### config.mk
export PLATFORM = sky130hd
export DESIGN_NAME = mux_channel_scheduler_flat
export DESIGN_NICKNAME = d
export VERILOG_FILES = /design/src/rtl/mux_channel_scheduler_pkg.sv /design/src/rtl/mux_channel_scheduler_if.sv /design/src/rtl/mux_channel_scheduler_rr_pick4.sv /design/src/rtl/mux_channel_scheduler.sv /design/src/flat_wrapper.sv
export SDC_FILE = /design/constraint.sdc
export NUM_CORES = 1
export LEC_CHECK = 0
export ABC_AREA = 0
export CAP_MARGIN = 20
export CORE_UTILIZATION = 41
export DETAILED_ROUTE_END_ITERATION = 16
export GPL_TIMING_DRIVEN = 0
export PLACE_DENSITY = 0.7
export RECOVER_POWER = 25
export SLEW_MARGIN = 20
export SYNTH_ARGS = -nofsm -noshare
export SYNTH_HDL_FRONTEND = slang
export SYNTH_HIERARCHICAL = 1
export SYNTH_SLANG_ARGS = --single-unit
### constraint.sdc
create_clock -name clk -period 5.4 [get_ports clk]
set_input_delay 1.08 -clock clk [delete_from_list [all_inputs] [get_ports clk]]
set_output_delay 1.08 -clock clk [all_outputs]
set_load 0.005 [all_outputs]
### src/rtl/mux_channel_scheduler_pkg.sv
// Shared types and encodings for the MUX/DEMUX channel scheduler.
package mux_sched_pkg;

  typedef enum logic [1:0] {
    IDLE  = 2'd0,
    GRANT = 2'd1,
    GUARD = 2'd2
  } state_e;

  localparam int NUM_SRC = 4;

  localparam logic [1:0] SEL_A = 2'b00;
  localparam logic [1:0] SEL_B = 2'b01;
  localparam logic [1:0] SEL_C = 2'b10;
  localparam logic [1:0] SEL_D = 2'b11;

  localparam logic [1:0] DEST_W = 2'b00;
  localparam logic [1:0] DEST_X = 2'b01;
  localparam logic [1:0] DEST_Y = 2'b10;
  localparam logic [1:0] DEST_Z = 2'b11;

  // Two-bit destination field belonging to source idx.
  function automatic logic [1:0] dest_of(input logic [7:0] dest, input logic [1:0] idx);
    return dest[{idx, 1'b0} +: 2];
  endfunction

  function automatic logic [3:0] onehot4(input logic [1:0] idx);
    return 4'b0001 << idx;
  endfunction

endpackage

### src/rtl/mux_channel_scheduler_if.sv
// Request/steering bundle between the requesters, the scheduler and the MUX/DEMUX pair.
interface mux_channel_scheduler_if;
  logic [3:0] req;
  logic [7:0] dest;
  logic [3:0] grant;
  logic [1:0] mux_sel;
  logic       mux_en;
  logic [1:0] demux_sel;
  logic       demux_en;
  logic       busy;

  modport master (
    output req, dest,
    input  grant, mux_sel, mux_en, demux_sel, demux_en, busy
  );

  modport slave (
    input  req, dest,
    output grant, mux_sel, mux_en, demux_sel, demux_en, busy
  );
endinterface

### src/rtl/mux_channel_scheduler_rr_pick4.sv
// Combinational round-robin picker: first set request at or after ptr, wrapping 3->0.
module rr_pick4
  import mux_sched_pkg::*;
(
  input  logic [3:0] req,
  input  logic [1:0] ptr,
  output logic       valid,
  output logic [1:0] idx
);

  logic [1:0] pos;

  // Scan from the farthest offset back to ptr so the nearest request wins.
  always_comb begin
    valid = 1'b0;
    idx   = ptr;
    pos   = ptr;
    for (int k = NUM_SRC - 1; k >= 0; k--) begin
      pos = ptr + 2'(k);
      if (req[pos]) begin
        valid = 1'b1;
        idx   = pos;
      end
    end
  end

endmodule

### src/rtl/mux_channel_scheduler.sv
// Round-robin owner of a shared 4:1 MUX -> channel -> 1:4 DEMUX path.
//
//   state | meaning
//   IDLE  | no owner, all outputs low, waiting for any request
//   GRANT | owner driving the path, one beat per cycle
//   GUARD | single dead cycle with enables low between owners
module mux_channel_scheduler
  import mux_sched_pkg::*;
#(
  parameter int MAX_BURST = 4
) (
  input  logic                    clk,
  input  logic                    reset,
  mux_channel_scheduler_if.slave  bus
);

  localparam int BW = $clog2(MAX_BURST + 1);

  state_e          state_q, state_d;
  logic [1:0]      ptr_q, ptr_d;
  logic [BW-1:0]   beat_cnt_q, beat_cnt_d;
  logic [3:0]      grant_q, grant_d;
  logic [1:0]      mux_sel_q, mux_sel_d;
  logic [1:0]      demux_sel_q, demux_sel_d;
  logic            en_q, en_d;
  logic            busy_q, busy_d;

  logic            pick_valid;
  logic [1:0]      pick_idx;

  // ptr_q is already advanced on GUARD entry, so one picker serves IDLE and GUARD.
  rr_pick4 u_pick (
    .req   (bus.req),
    .ptr   (ptr_q),
    .valid (pick_valid),
    .idx   (pick_idx)
  );

  // Next-state and next-output computation.
  always_comb begin
    state_d     = state_q;
    ptr_d       = ptr_q;
    beat_cnt_d  = beat_cnt_q;
    grant_d     = grant_q;
    mux_sel_d   = mux_sel_q;
    demux_sel_d = demux_sel_q;
    en_d        = en_q;

    unique case (state_q)
      IDLE, GUARD: begin
        if (pick_valid) begin
          state_d     = GRANT;
          grant_d     = onehot4(pick_idx);
          mux_sel_d   = pick_idx;
          demux_sel_d = dest_of(bus.dest, pick_idx);
          en_d        = 1'b1;
          beat_cnt_d  = BW'(1);
        end else begin
          state_d     = IDLE;
          grant_d     = 4'b0000;
          mux_sel_d   = SEL_A;
          demux_sel_d = DEST_W;
          en_d        = 1'b0;
          beat_cnt_d  = '0;
        end
      end
      GRANT: begin
        // Selects hold through GUARD so the path never glitches between sources.
        if (!bus.req[mux_sel_q] || (beat_cnt_q == BW'(MAX_BURST))) begin
          state_d    = GUARD;
          grant_d    = 4'b0000;
          en_d       = 1'b0;
          ptr_d      = mux_sel_q + 2'd1;
          beat_cnt_d = '0;
        end else begin
          beat_cnt_d = beat_cnt_q + BW'(1);
        end
      end
      default: begin
        state_d = IDLE;
      end
    endcase

    busy_d = (state_d != IDLE);
  end

  // State and output registers with synchronous reset.
  always_ff @(posedge clk) begin
    if (reset) begin
      state_q     <= IDLE;
      ptr_q       <= 2'd0;
      beat_cnt_q  <= '0;
      grant_q     <= 4'b0000;
      mux_sel_q   <= SEL_A;
      demux_sel_q <= DEST_W;
      en_q        <= 1'b0;
      busy_q      <= 1'b0;
    end else begin
      state_q     <= state_d;
      ptr_q       <= ptr_d;
      beat_cnt_q  <= beat_cnt_d;
      grant_q     <= grant_d;
      mux_sel_q   <= mux_sel_d;
      demux_sel_q <= demux_sel_d;
      en_q        <= en_d;
      busy_q      <= busy_d;
    end
  end

  assign bus.grant     = grant_q;
  assign bus.mux_sel   = mux_sel_q;
  assign bus.mux_en    = en_q;
  assign bus.demux_sel = demux_sel_q;
  assign bus.demux_en  = en_q;
  assign bus.busy      = busy_q;

endmodule
### src/flat_wrapper.sv
// flat-port wrapper written by rule: the top's interface ports become plain ports
module mux_channel_scheduler_flat import mux_sched_pkg::*;
#(
  parameter int MAX_BURST = 4
)
  (clk, reset, bus_req, bus_dest, bus_grant, bus_mux_sel, bus_mux_en, bus_demux_sel, bus_demux_en, bus_busy);
  mux_channel_scheduler_if bus_i ();
  input  logic clk;
  input  logic reset;
  input wire logic [$bits(bus_i.req)-1:0] bus_req;
  input wire logic [$bits(bus_i.dest)-1:0] bus_dest;
  output wire logic [$bits(bus_i.grant)-1:0] bus_grant;
  output wire logic [$bits(bus_i.mux_sel)-1:0] bus_mux_sel;
  output wire logic [$bits(bus_i.mux_en)-1:0] bus_mux_en;
  output wire logic [$bits(bus_i.demux_sel)-1:0] bus_demux_sel;
  output wire logic [$bits(bus_i.demux_en)-1:0] bus_demux_en;
  output wire logic [$bits(bus_i.busy)-1:0] bus_busy;
  assign bus_i.req = bus_req;
  assign bus_i.dest = bus_dest;
  assign bus_grant = bus_i.grant;
  assign bus_mux_sel = bus_i.mux_sel;
  assign bus_mux_en = bus_i.mux_en;
  assign bus_demux_sel = bus_i.demux_sel;
  assign bus_demux_en = bus_i.demux_en;
  assign bus_busy = bus_i.busy;
  mux_channel_scheduler #(.MAX_BURST(MAX_BURST)) u_core (.clk(clk), .reset(reset), .bus(bus_i));
endmodule
==> results.yml, run 1 <==
run_status:
  outcome: "finished clean"
placed_design:
  gp_congestion: 0.741
  dp_hpwl_um: 1400
  dpl-instance-area_um2: 1170
  port_buffers: 24
synth:
  synth-edff-count: 0
  syn_nets: 113
  synthCells: 97
  syn_area_per_cell_um2: 9.29
  synth_cell_type_count: 35
  synth_seq_cells: 17
  synth_top_area_share: 0.378
  syn_area_um2: 901
  synth_area_leaders: "dfxtp_1 38%, a32o_1 4.4%, nor2_1 4.2%"
  seq_area_frac_synth: 0.378
  synth_warnings: 6
  synth_flop_cell: "dfxtp_1"
  synth_area_leader_cell: "dfxtp_1"
  async_reset_ff_frac: 0
timing:
  tns_ns: 0
  skew_ns: 0.00269
  worst_pin_slew_ns: 0.680
  holdWs_ns: 0.458
  slew_headroom: 0.546
  fin_crit_sh: 0.583
  setup_viol: 0
  period_minus_slack_ns: 3.15
  final_max_slew_viol_count: 0
  rsz0062_at_grt: "false"
  fmax_ghz: 0.318
  hold_violations: 0
min_path:
  min_path_type: "reg -> reg"
  hold_start: "u_core/bus.demux_sel[0]$_SDFFE_PP0P_"
cts:
  cts.sinks: 17
  clock_latency_ns: 0.28
  postCtsSetupBuffers: 0
  cts_buffers: 3
  clk_pin_slew_ns: 0.10
  cts_tree: "done"
  cts_resized: 0
  clockBufferDepth: 2
  cts_hold_buffers: 0
  root_buffer: "clkbuf_4"
  htree_levels: 1
layout:
  fin_area_um2: 1180
  register_area_um2: 340
  fillers: 189
  fin_nets: 142
  antenna_cells: 0
  utilization: 0.586
  syn2layout_area_growth_pct: 31.5
  final_cell_mix: "18 x clkdlybuf4s50_1, 17 x dfxtp_1, 10 x nor2_1"
  multi_input_area_um2: 498
  drive_gt1_frac: 0.128
  final_common_cell: "clkdlybuf4s50_1"
detailed_routing:
  ant_nets: 0
  wire_per_inst_um: 12.1
  drt-vias-per-instance: 5.19
  finalWirelength_um: 1840
  first_iter_violations: 24
  first_pass_iters: 4
  vias: 789
  drc: 0
critical_path:
  crit_buf_inv: 2
  cp_slowest_cell: "dlygate4sd3_1"
  end_kind: "register"
  worst_ep_required_time_ns: 5.57
  timing.rr.start: "u_core/ptr_q[0]$_SDFFE_PP0P_"
  r2r_slack_ns: 3.36
  endpoint: "u_core/bus.demux_sel[0]$_SDFFE_PP0P_"
  critPathTopFamily: "buffers and inverters"
  rr_worst_depth: 7
  crit_path_cell_trace: "dlygate4sd3_1 > and2b_2 > o21ai_0 > o221a_2 > clkbuf_1 > mux2_2 > a31oi_1 > a21oi_1"
  critical_path.max_fanout: 8
  r2r_end: "u_core/bus.demux_sel[0]$_SDFFE_PP0P_"
  cp.depth: 8
  arrival_ns: 3.31
  crit_start: "bus_req[3]"
  crit_type: "in -> reg"
  critPathLaunchType: "input port"
  slowest_delay_ns: 0.65
grt:
  antenna_found_initial: 0
  grt_max_degree: 11
  grt_pass1_wl_um: 3280
  grt_pass1_vias: 752
  grt.overflow.total: 0
  grt_usage: 0.173
die:
  io_pins: 25
  die_w_um: 48.9
  initial_utilization: 0.446
  die_area_um2: 2390
  die_y_um: 48.9
  core_um2: 2020
  row_count: 16
pwr:
  power.density_nw_per_um2: 253
  p_total_mw: 0.300
  leakage_nw: 0.472
  vdd_drop_max_mv: 0.158
run:
  drv_cap: 0
## sequential cells by signal, indices dropped and copies added (netlist names)
register,flops
u_core/bus.busy,1
u_core/bus.mux_sel,2
u_core/bus.demux_en,1
u_core/ptr_q,2
u_core/state_q,2
u_core/bus.demux_sel,2
u_core/beat_cnt_q,3
u_core/bus.grant,4
## layout make-up
class / instances / share of cell area
Inverter: 6 / 0.0190
Buffer: 5 / 0.0190
Sequential cell: 17 / 0.287
Tap cell: 27 / 0.0285
Multi-Input combinational cell: 69 / 0.420
Timing Repair Buffer: 24 / 0.203
Clock inverter: 1 / 0.00422
Clock buffer: 3 / 0.0190
## report_power, final
group	total, mW	internal [mW]	switching, mW
Combinational	0.0874	0.0480	0.0393
Sequential	0.145	0.137	0.00858
Clock	0.0673	0.0275	0.0399
## cell usage after synthesis, types with 2 or more instances
cell,number
and2b_2,2
nor2b_1,3
o21ai_0,2
nor2_1,10
a22o_1,2
nand2b_1,2
inv_1,6
ha_1,2
nor3_1,5
a21oi_1,6
a31oi_1,3
dfxtp_1,17
nand2_1,5
mux2i_1,3
clkbuf_1,4
a32o_1,4
mux2_2,3
## worst min-delay path by stage
stage                                                 endpoint  depth (start not counted)
after floorplan           u_core/bus.demux_sel[0]$_SDFFE_PP0P_                          2
after global placement    u_core/bus.demux_sel[0]$_SDFFE_PP0P_                          2
after detailed placement  u_core/bus.demux_sel[0]$_SDFFE_PP0P_                          2
after CTS                 u_core/bus.demux_sel[0]$_SDFFE_PP0P_                          2
after global routing      u_core/bus.demux_sel[1]$_SDFFE_PP0P_                          2
final                     u_core/bus.demux_sel[0]$_SDFFE_PP0P_                          2
## routing by layer
metal / vias up / share of wire / track usage
li1: 406 / - / -
met2: 19 / 0.46 / 0.282
met4: 0 / 0 / 0.0441
met1: 364 / 0.50 / 0.236
met3: 0 / 0.045 / 0.0280
met5: - / 0 / 0
## logic make-up after synthesis
group           count (synthesis)  synth area share
buf+inv                        11            0.0500
compound gates                 28             0.267
simple gates                   30             0.171
mux                             7            0.0875
xor+xnor                        2            0.0194
fa+ha+maj                       2            0.0278
flops                          17             0.378
## worst min-delay path, cell delays in order (launching register included)
cell     delay [ns]
dfxtp_1        0.32
nand2_1        0.05
a21oi_1        0.05
## stage by stage
stage               setup slack [ns]  std cells
floorplan                       2.85         97
global placement                2.08        148
detailed placement              1.99        148
CTS                             2.32        152
global route                    2.14        152
finish                          2.25        152
Power figures use the tool's default switching activity.
==> inputs of run 2 (changes only) <==
--- a/config.mk
+++ b/config.mk
@@ -10,7 +10,7 @@
 export CORE_UTILIZATION = 41
 export DETAILED_ROUTE_END_ITERATION = 16
 export GPL_TIMING_DRIVEN = 0
-export PLACE_DENSITY = 0.7
+export PLACE_DENSITY = 0.73
 export RECOVER_POWER = 25
 export SLEW_MARGIN = 20
 export SYNTH_ARGS = -nofsm -noshare
==> constraint.sdc (replaced) <==
create_clock -name clk -period 2.6 [get_ports clk]
set_input_delay 0.52 -clock clk [delete_from_list [all_inputs] [get_ports clk]]
set_output_delay 0.52 -clock clk [all_outputs]
set_load 0.005 [all_outputs]
==> run 2 against run 1 <==
Clock-buffer cell count unchanged. Clock power rose by 110%. Register-to-register slack worse by 2.7 ns. Sequential cell count is the same. Design area shrank 0.32%. Die area stayed put. Critical path type unchanged. Largest cell class unchanged. Highest routed layer is now met4.
==> results.yml, run 2 (synthesis results as in run 1) <==
pwr:
  p_total_mw: 0.624
  seqPwrFrac: 0.486
  combPwrFrac: 0.289
  power.switching_mw: 0.184
  internal-power_mw: 0.440
  vdd_drop_max_mv: 0.311
  leakage_nw: 0.470
  p_sw_frac: 0.295
  power.density_nw_per_um2: 528
  clock_power_share: 0.224
placed_design:
  dpl-instance-area_um2: 1170
  port_buffers: 24
  dp_hpwl_um: 1440
  gp_congestion: 0.733
layout:
  syn2layout_area_growth_pct: 31.1
  fin_area_um2: 1180
  antenna_cells: 0
  fin_nets: 141
  largest_reg_flops: 4
  final_cell_mix: "18 x clkdlybuf4s50_1, 17 x dfxtp_1, 10 x nor2_1"
  drive_gt1_frac: 0.129
  final_common_cell: "clkdlybuf4s50_1"
  fillers: 176
cts:
  clockBufferDepth: 2
  cts_hold_buffers: 0
  clk_pin_slew_ns: 0.10
  cts_tree: "done"
  postCtsSetupBuffers: 0
  cts_resized: 0
  htree_levels: 1
  clock_latency_ns: 0.29
  cts_buffers: 3
  cts.sinks: 17
  root_buffer: "clkbuf_4"
die:
  io_pins: 25
  core_um2: 2020
  die_w_um: 48.9
  initial_utilization: 0.446
  row_count: 16
  die_y_um: 48.9
  die_area_um2: 2390
timing:
  hold_violations: 0
  worst_pin_slew_ns: 0.637
  rsz0062_at_grt: "false"
  slew_headroom: 0.576
  setup_viol: 0
  skew_ns: 0.00584
  fin_crit_sh: 0.925
  tns_ns: 0
  fmax_ghz: 0.416
  final_max_slew_viol_count: 0
  period_minus_slack_ns: 2.41
detailed_routing:
  ant_nets: 0
  wire_per_inst_um: 12.4
  drt-vias-per-instance: 5.23
  vias: 789
  first_iter_violations: 16
  finalWirelength_um: 1880
  first_pass_iters: 4
  drc: 0
min_path:
  min_path_type: "reg -> reg"
critical_path:
  worst_ep_required_time_ns: 2.76
  end_kind: "register"
  critical_path.max_fanout: 8
  arrival_ns: 2.57
  crit_path_cell_trace: "dlygate4sd3_1 > and3b_1 > or4_1 > nand2_1 > clkbuf_1 > nor3_1 > a31oi_1 > a21oi_1"
  critPathLaunchType: "input port"
  critPathTopFamily: "buffers and inverters"
  cp_slowest_cell: "dlygate4sd3_1"
  crit_buf_inv: 2
  slowest_delay_ns: 0.66
  crit_type: "in -> reg"
grt:
  grt_usage: 0.168
  antenna_found_initial: 0
  grt.overflow.total: 0
  grt_pass1_wl_um: 3150
  grt_pass1_vias: 725
  grt_max_degree: 11
run_status:
  outcome: "finished clean"
run:
  drv_cap: 0
run 2: changes by cell type in the layout (fill, tap and decap cells not counted):
cell      change
clkbuf_1      -1
run 2: cell type report:
class                      count  area [µm²]  area share
multi-input combinational     69         498       0.422
clock inverter                 1        5.00     0.00424
tap                           27        33.8      0.0286
clock buffer                   3        22.5      0.0191
timing repair buffer          24         240       0.203
sequential                    17         340       0.288
buffer                         4        18.8      0.0159
inverter                       6        22.5      0.0191
run 2: per-stage QoR:
step,instances,hold WS (ns),setup slack (ns),utilization
floorplan,97,0.448,0.605,-
global placement,148,0.445,-0.188,0.581
detailed placement,148,0.448,-0.258,0.581
CTS,152,0.466,0.0610,0.595
global route,151,0.488,0.0814,0.584
finish,151,0.458,0.194,0.584
run 2: power groups by stage:
stage / clock, mW / combinational [mW] / sequential [mW]
after floorplan: 0 / 0.113 / 0.307
after detailed placement: 0 / 0.191 / 0.309
after CTS: 0.146 / 0.191 / 0.303
after global routing: 0.156 / 0.199 / 0.307
final: 0.140 / 0.180 / 0.303
after global placement: 0 / 0.186 / 0.308
run 2: final timing paths:
check | from | slack, ns | endpoint | cells past startpoint
hold / removal | u_core/bus.demux_sel[1]$_SDFFE_PP0P_ | 0.46 | u_core/bus.demux_sel[1]$_SDFFE_PP0P_ | 2
hold reg to reg | u_core/bus.demux_sel[1]$_SDFFE_PP0P_ | 0.46 | u_core/bus.demux_sel[1]$_SDFFE_PP0P_ | 2
setup / recovery | bus_req[3] | 0.19 | u_core/bus.demux_sel[0]$_SDFFE_PP0P_ | 8
setup reg to reg | u_core/ptr_q[0]$_SDFFE_PP0P_ | 0.65 | u_core/bus.demux_sel[0]$_SDFFE_PP0P_ | 7
run 2: worst min-delay path, delay by kind of cell (launching register included):
family	cells	cell delay, ns
DFF	1	0.32
AOI/OAI and AO/OA	1	0.05
and+or+nand+nor	1	0.05
run 2: layer usage:
layer	track usage	up-vias	share of wire
li1	-	406	-
met1	0.211	363	0.50
met2	0.282	18	0.46
met3	0.0280	2	0.029
met4	0.0735	0	0.0069
met5	0	-	0
